<file path="src/rtl/muldiv_unit.sv">
`default_nettype none
// ============================================================================
// Module   : muldiv_unit
// Purpose  : Iterative radix-2 RV32M multiply/divide unit for the execute stage.
// Revision : 1.0 - initial release
// ============================================================================
module muldiv_unit #(
    parameter int WIDTH = 32
) (
    input  logic             clk,
    input  logic             rst,
    input  logic             start,
    input  logic             flush,
    input  logic [2:0]       op,
    input  logic [WIDTH-1:0] inA,
    input  logic [WIDTH-1:0] inB,
    output logic             busy,
    output logic             done,
    output logic [WIDTH-1:0] result
);

    localparam int CW = $clog2(WIDTH) + 1;
    localparam logic [WIDTH-1:0] c_INT_MIN = {1'b1, {(WIDTH-1){1'b0}}};
    localparam logic [WIDTH-1:0] c_ONES    = {WIDTH{1'b1}};
    localparam logic [2:0] c_OP_MUL    = 3'b000;
    localparam logic [2:0] c_OP_MULH   = 3'b001;
    localparam logic [2:0] c_OP_MULHSU = 3'b010;
    localparam logic [2:0] c_OP_DIV    = 3'b100;
    localparam logic [2:0] c_OP_DIVU   = 3'b101;
    localparam logic [2:0] c_OP_REM    = 3'b110;

    typedef enum logic [1:0] {
        S_IDLE = 2'd0,
        S_CALC = 2'd1,
        S_DONE = 2'd2
    } state_t;

    state_t           r_state;
    logic [2:0]       r_op;
    logic             r_sa;
    logic             r_sb;
    logic             r_special;
    logic [WIDTH-1:0] r_mag_a;
    logic [WIDTH-1:0] r_mag_b;
    logic [WIDTH-1:0] r_hi;
    logic [WIDTH-1:0] r_lo;
    logic [CW-1:0]    r_cnt;

    // Launch-time decode of signedness, magnitudes and special division cases
    logic             w_sa;
    logic             w_sb;
    logic [WIDTH-1:0] w_mag_a;
    logic [WIDTH-1:0] w_mag_b;
    logic             w_div0;
    logic             w_ovf;
    logic             w_special;
    logic [WIDTH-1:0] w_spec_val;

    assign w_sa = inA[WIDTH-1] & ((op == c_OP_MULH) | (op == c_OP_MULHSU) |
                                  (op == c_OP_DIV)  | (op == c_OP_REM));
    assign w_sb = inB[WIDTH-1] & ((op == c_OP_MULH) | (op == c_OP_DIV) | (op == c_OP_REM));
    assign w_mag_a = w_sa ? (~inA + 1'b1) : inA;
    assign w_mag_b = w_sb ? (~inB + 1'b1) : inB;
    assign w_div0  = op[2] & (inB == '0);
    assign w_ovf   = ((op == c_OP_DIV) | (op == c_OP_REM)) & (inA == c_INT_MIN) & (inB == c_ONES);
    assign w_special = w_div0 | w_ovf;

    always_comb begin
        w_spec_val = '0;
        if (w_div0)
            w_spec_val = op[1] ? inA : c_ONES;
        else if (w_ovf)
            w_spec_val = op[1] ? '0 : c_INT_MIN;
    end

    // Multiply step: add multiplicand into the high half, shift {hi,lo} right
    logic [WIDTH:0] w_add;
    assign w_add = {1'b0, r_hi} + {1'b0, r_mag_a};

    // Divide step: shift next dividend bit into the remainder, trial-subtract
    logic [WIDTH:0]   w_shift;
    logic             w_ge;
    logic [WIDTH-1:0] w_rem_next;
    assign w_shift    = {r_hi, r_lo[WIDTH-1]};
    assign w_ge       = (w_shift >= {1'b0, r_mag_b});
    assign w_rem_next = w_shift[WIDTH-1:0] - r_mag_b;

    // Sign fix-up of the finished magnitude result
    logic [2*WIDTH-1:0] w_prod;
    logic [2*WIDTH-1:0] w_prod_fix;
    logic [WIDTH-1:0]   w_quo_fix;
    logic [WIDTH-1:0]   w_rem_fix;
    logic [WIDTH-1:0]   w_final;

    assign w_prod     = {r_hi, r_lo};
    assign w_prod_fix = (r_sa ^ r_sb) ? (~w_prod + 1'b1) : w_prod;
    assign w_quo_fix  = (r_sa ^ r_sb) ? (~r_lo + 1'b1) : r_lo;
    assign w_rem_fix  = r_sa ? (~r_hi + 1'b1) : r_hi;

    always_comb begin
        w_final = w_prod_fix[2*WIDTH-1:WIDTH];
        if (r_special)
            w_final = r_lo;
        else if (r_op == c_OP_MUL)
            w_final = w_prod_fix[WIDTH-1:0];
        else if ((r_op == c_OP_DIV) || (r_op == c_OP_DIVU))
            w_final = w_quo_fix;
        else if (r_op[2])
            w_final = w_rem_fix;
    end

    always_ff @(posedge clk) begin
        if (rst) begin
            r_state   <= S_IDLE;
            r_op      <= '0;
            r_sa      <= 1'b0;
            r_sb      <= 1'b0;
            r_special <= 1'b0;
            r_mag_a   <= '0;
            r_mag_b   <= '0;
            r_hi      <= '0;
            r_lo      <= '0;
            r_cnt     <= '0;
            busy      <= 1'b0;
            done      <= 1'b0;
            result    <= '0;
        end else begin
            done <= 1'b0;
            case (r_state)
                S_IDLE: begin
                    if (start && !flush) begin
                        r_op    <= op;
                        r_sa    <= w_sa;
                        r_sb    <= w_sb;
                        r_mag_a <= w_mag_a;
                        r_mag_b <= w_mag_b;
                        r_cnt   <= '0;
                        r_hi    <= '0;
                        busy    <= 1'b1;
                        if (w_special) begin
                            r_special <= 1'b1;
                            r_lo      <= w_spec_val;
                            r_state   <= S_DONE;
                        end else begin
                            r_special <= 1'b0;
                            r_lo      <= op[2] ? w_mag_a : w_mag_b;
                            r_state   <= S_CALC;
                        end
                    end
                end
                S_CALC: begin
                    if (flush) begin
                        busy    <= 1'b0;
                        r_state <= S_IDLE;
                    end else begin
                        if (r_op[2]) begin
                            r_hi <= w_ge ? w_rem_next : w_shift[WIDTH-1:0];
                            r_lo <= {r_lo[WIDTH-2:0], w_ge};
                        end else if (r_lo[0]) begin
                            r_hi <= w_add[WIDTH:1];
                            r_lo <= {w_add[0], r_lo[WIDTH-1:1]};
                        end else begin
                            r_hi <= {1'b0, r_hi[WIDTH-1:1]};
                            r_lo <= {r_hi[0], r_lo[WIDTH-1:1]};
                        end
                        r_cnt <= r_cnt + 1'b1;
                        if (r_cnt == CW'(WIDTH-1))
                            r_state <= S_DONE;
                    end
                end
                S_DONE: begin
                    busy    <= 1'b0;
                    r_state <= S_IDLE;
                    if (!flush) begin
                        result <= w_final;
                        done   <= 1'b1;
                    end
                end
                default: begin
                    busy    <= 1'b0;
                    r_state <= S_IDLE;
                end
            endcase
        end
    end

endmodule
`default_nettype wire

</file>
<file path="config.mk">
export PLATFORM = sky130hd
export DESIGN_NAME = muldiv_unit
export DESIGN_NICKNAME = d
export VERILOG_FILES = /design/src/rtl/muldiv_unit.sv
export SDC_FILE = /design/constraint.sdc
export NUM_CORES = 1
export LEC_CHECK = 0
export ABC_CLOCK_PERIOD_IN_PS = 3200
export BUFFER_PORTS_ARGS = -buffer_cell sky130_fd_sc_hd__buf_2
export CAP_MARGIN = 30
export CELL_PAD_IN_SITES_DETAIL_PLACEMENT = 1
export CELL_PAD_IN_SITES_GLOBAL_PLACEMENT = 1
export CORE_MARGIN = 2
export CORE_UTILIZATION = 35
export CTS_CLUSTER_DIAMETER = 40
export DETAILED_ROUTE_END_ITERATION = 6
export GPL_ROUTABILITY_DRIVEN = 0
export PLACE_DENSITY_LB_ADDON = 0.1
export RECOVER_POWER = 25
export SLEW_MARGIN = 20
export SYNTH_ARGS = -nofsm -noshare
export SYNTH_HDL_FRONTEND = slang
export SYNTH_SLANG_ARGS = --single-unit
export TNS_END_PERCENT = 30
</file>
<file path="constraint.sdc">
create_clock -name clk -period 3.2 [get_ports clk]
set_input_delay 0.64 -clock clk [delete_from_list [all_inputs] [get_ports clk]]
set_output_delay 0.64 -clock clk [all_outputs]
set_load 0.02 [all_outputs]
</file>
==> flow_metrics.tcl <==
set metrics [dict create \
    ios 105 \
    synth-compound-area-share 0.288 \
    slew_viol_final 0 \
    n_antenna_cell 0 \
    post-route-period-util 0.978 \
    grt_max_degree 76 \
    grt_pass1_wl_um 111000 \
    critPathSlowestCell "or4_1" \
    p_leak_nw 7.34 \
    final_cells 2929 \
    syn_nets 2250 \
    grtUsageTotal 0.323 \
    cts_hold_buf 0 \
    finalSetupTns_ns 0 \
    crit_chain "or4_1 > nor4_4 > nand4_2 > and2_4 > o31ai_4 > o21ai_1 > xor2_1 > a2111oi_1 > buf_4 > nor3_1" \
    placed_cell_area_sq_um 18000 \
    ys_seq_area_frac 0.229 \
    cts_max_level 4 \
    fin_util 0.434 \
    fin_crit_ns 3.13 \
    finalPower_mw 6.91 \
    syn-cell-area_sq_um 15400 \
    relSlewSlack 0.319 \
    critical_path.startpoint_type "flop" \
    postRouteAntennaNets 0 \
    timing.fmax_ghz 0.319 \
    tightest_slew_ns 1.02 \
    register_area_sq_um 3530 \
    clk_path_buf_depth 2 \
    worstSkewPairLatency_ns 0.47 \
    netlist_instances 2107 \
    cp-end-kind "flop" \
    wl_per_cell_um 25.0 \
    overflow 0 \
    yosysWarnings 0 \
    synthDistinctLibCells 77 \
    drc 0 \
    rows 76 \
    rsz0062_at_grt "yes" \
    cts_tree "done" \
    dp_hpwl_um 58400 \
    hold_class "in -> reg" \
    cap_violations 0 \
    port_buffers 104 \
    cp_max_fo 4 \
    grt_pass1_vias 17700 \
    drt_first_pass_iters 5 \
    start_util 0.356 \
    cp.arrival_ns 3.47 \
    fillers 5475 \
    vias_per_cell 6.00 \
    ys.flop_type "dfxtp_1" \
    core-area_sq_um 43200 \
    syn-mean-instance-area_sq_um 7.29 \
    clk_pin_slew_ns 0.08 \
    synthXorXnorAreaFrac 0.0821 \
    syn_to_final_growth_pct 22.0 \
    fp.dieW_um 214 \
    critPathTopFamily "simple AND/OR/NAND/NOR gates" \
    drt_wl_total_um 73200 \
    synth-simple-area-share 0.224 \
    synth_top_family_by_area "compound AO/OA/AOI/OAI gates" \
    cts.sinks 176 \
    multiInputGateArea_sq_um 11200 \
    hold_viol 0 \
    status "finished clean" \
    setup_viol 0 \
    max_stage_delay_ns 0.65 \
    final_nets 2474 \
    fp.dieH_um 214 \
    drtIter0Drc 1393 \
    ir_worst_vdd_uv 390 \
    whs_ns 0.430 \
    synth-edff-count 0 \
    path_class "reg -> reg" \
    drive_gt1_frac 0.181 \
    path_buf_inv 1 \
    final_area_sq_um 18700 \
    finalClockSkew_ns 0.0110 \
    root_buffer "clkbuf_16" \
    powerDensity_nw_per_um2 369 \
    ys_async_sr_fraction 0 \
    crit_required_ns 3.54 \
    antenna_found_initial 2 \
    synth_adder_area_share 0.0596 \
    cts_made_buffers 17 \
    layout_setup_ws_ns 0.0701 \
    vias 17600 \
    dieArea_sq_um 45600 \
    dp.cells 2892 \
    ys_seq_elements 176 \
    post-place-ws_ns -0.190 \
    synth_mux_area_frac 0.0613 \
]
==> cells in the mapped netlist, drive strengths merged, types with 18 or more instances <==
library cell,n,share of area
nor2,221,0.054
a21oi,187,0.061
dfxtp,176,0.23
nand2,168,0.041
o21ai,160,0.052
clkbuf,130,0.032
a211oi,102,0.050
nor3,89,0.029
mux2i,84,0.055
inv,74,0.018
xnor2,74,0.042
ha,70,0.057
xor2,70,0.040
nand3,48,0.016
nor2b,31,0.013
o31ai,30,0.016
a21o,27,0.013
nand4,27,0.011
nor4,27,0.014
a31oi,21,0.0085
or3,19,0.0077
o211ai,18,0.0088
==> layer usage <==
layer | GRT usage | wire length, um | vias up
met5 | 0 | 32 | -
met4 | 0.150 | 3630 | 4
met3 | 0.0398 | 3920 | 132
met2 | 0.511 | 32500 | 543
met1 | 0.438 | 33200 | 8687
li1 | - | - | 8206
==> registers in the layout, summed over array words and instances, names as in the netlist, 2 cells and up <==
name     flops
r_op         3
r_cnt        6
r_lo        32
result      32
r_hi        32
r_mag_b     32
r_state      2
r_mag_a     32
==> power by group <==
| group | internal (mW) | leakage (nW) | switching (mW) |
|---|---|---|---|
| Combinational | 0.823 | 5.59 | 1.36 |
| Sequential | 2.29 | 1.44 | 0.105 |
| Clock | 1.29 | 0.305 | 1.04 |
| Total | 4.41 | 7.34 | 2.51 |
==> cell usage in the layout, fill, tap and decap left out, types with 19 or more instances in the layout <==
master and count:
ha_1 61, nand4_1 26, nand2_1 167, buf_2 69, nor2_1 216, o31ai_1 28
a21o_1 27, xnor2_1 74, mux2i_1 83, clkbuf_1 37, buf_4 239, a211oi_1 98
xor2_1 70, o21ai_0 153, a31oi_1 21, or3_1 19, dfxtp_1 173, nor3_1 88
nor2b_1 29, nand3_1 48, nor4_1 19, a21oi_1 183, inv_1 70
==> kinds of logic (layout without fill, tap and decap cells) <==
family,after synthesis,count (layout)
AOI/OAI and AO/OA,686,686
muxes,93,93
adders and majority gates,72,72
and+or+nand+nor,714,714
xor gates and xnor gates,144,144
DFF,176,176
buffers and inverters,222,459
==> worst paths after layout <==
check | from | cells after the start | slack, ns | to
worst max-delay path | r_lo[20]$_SDFFE_PP0P_ | 10 | 0.07 | result[29]$_SDFFE_PP0P_
worst min-delay path | flush | 2 | 0.43 | r_state[1]$_SDFFE_PP0P_
worst max register to register | r_lo[20]$_SDFFE_PP0P_ | 10 | 0.07 | result[29]$_SDFFE_PP0P_
worst min register to register | result[28]$_SDFFE_PP0P_ | 2 | 0.46 | result[28]$_SDFFE_PP0P_
==> area by class of cell <==
class / count / area share
Clock buffer: 20 / 0.0244
Clock inverter: 12 / 0.00908
Inverter: 75 / 0.0150
Multi-Input combinational cell: 1709 / 0.597
Sequential cell: 176 / 0.188
Tap cell: 585 / 0.0390
Timing Repair Buffer: 352 / 0.128
==> repair_timing <==
action	4_1_cts	5_1_grt
pin swaps	1	4
setup buffers	1	3
resized for setup	1	45
hold endpoints to repair	0	0
gates cloned	0	1
setup endpoints to repair	3	27
Note: power is estimated with default switching activity, not from simulation.
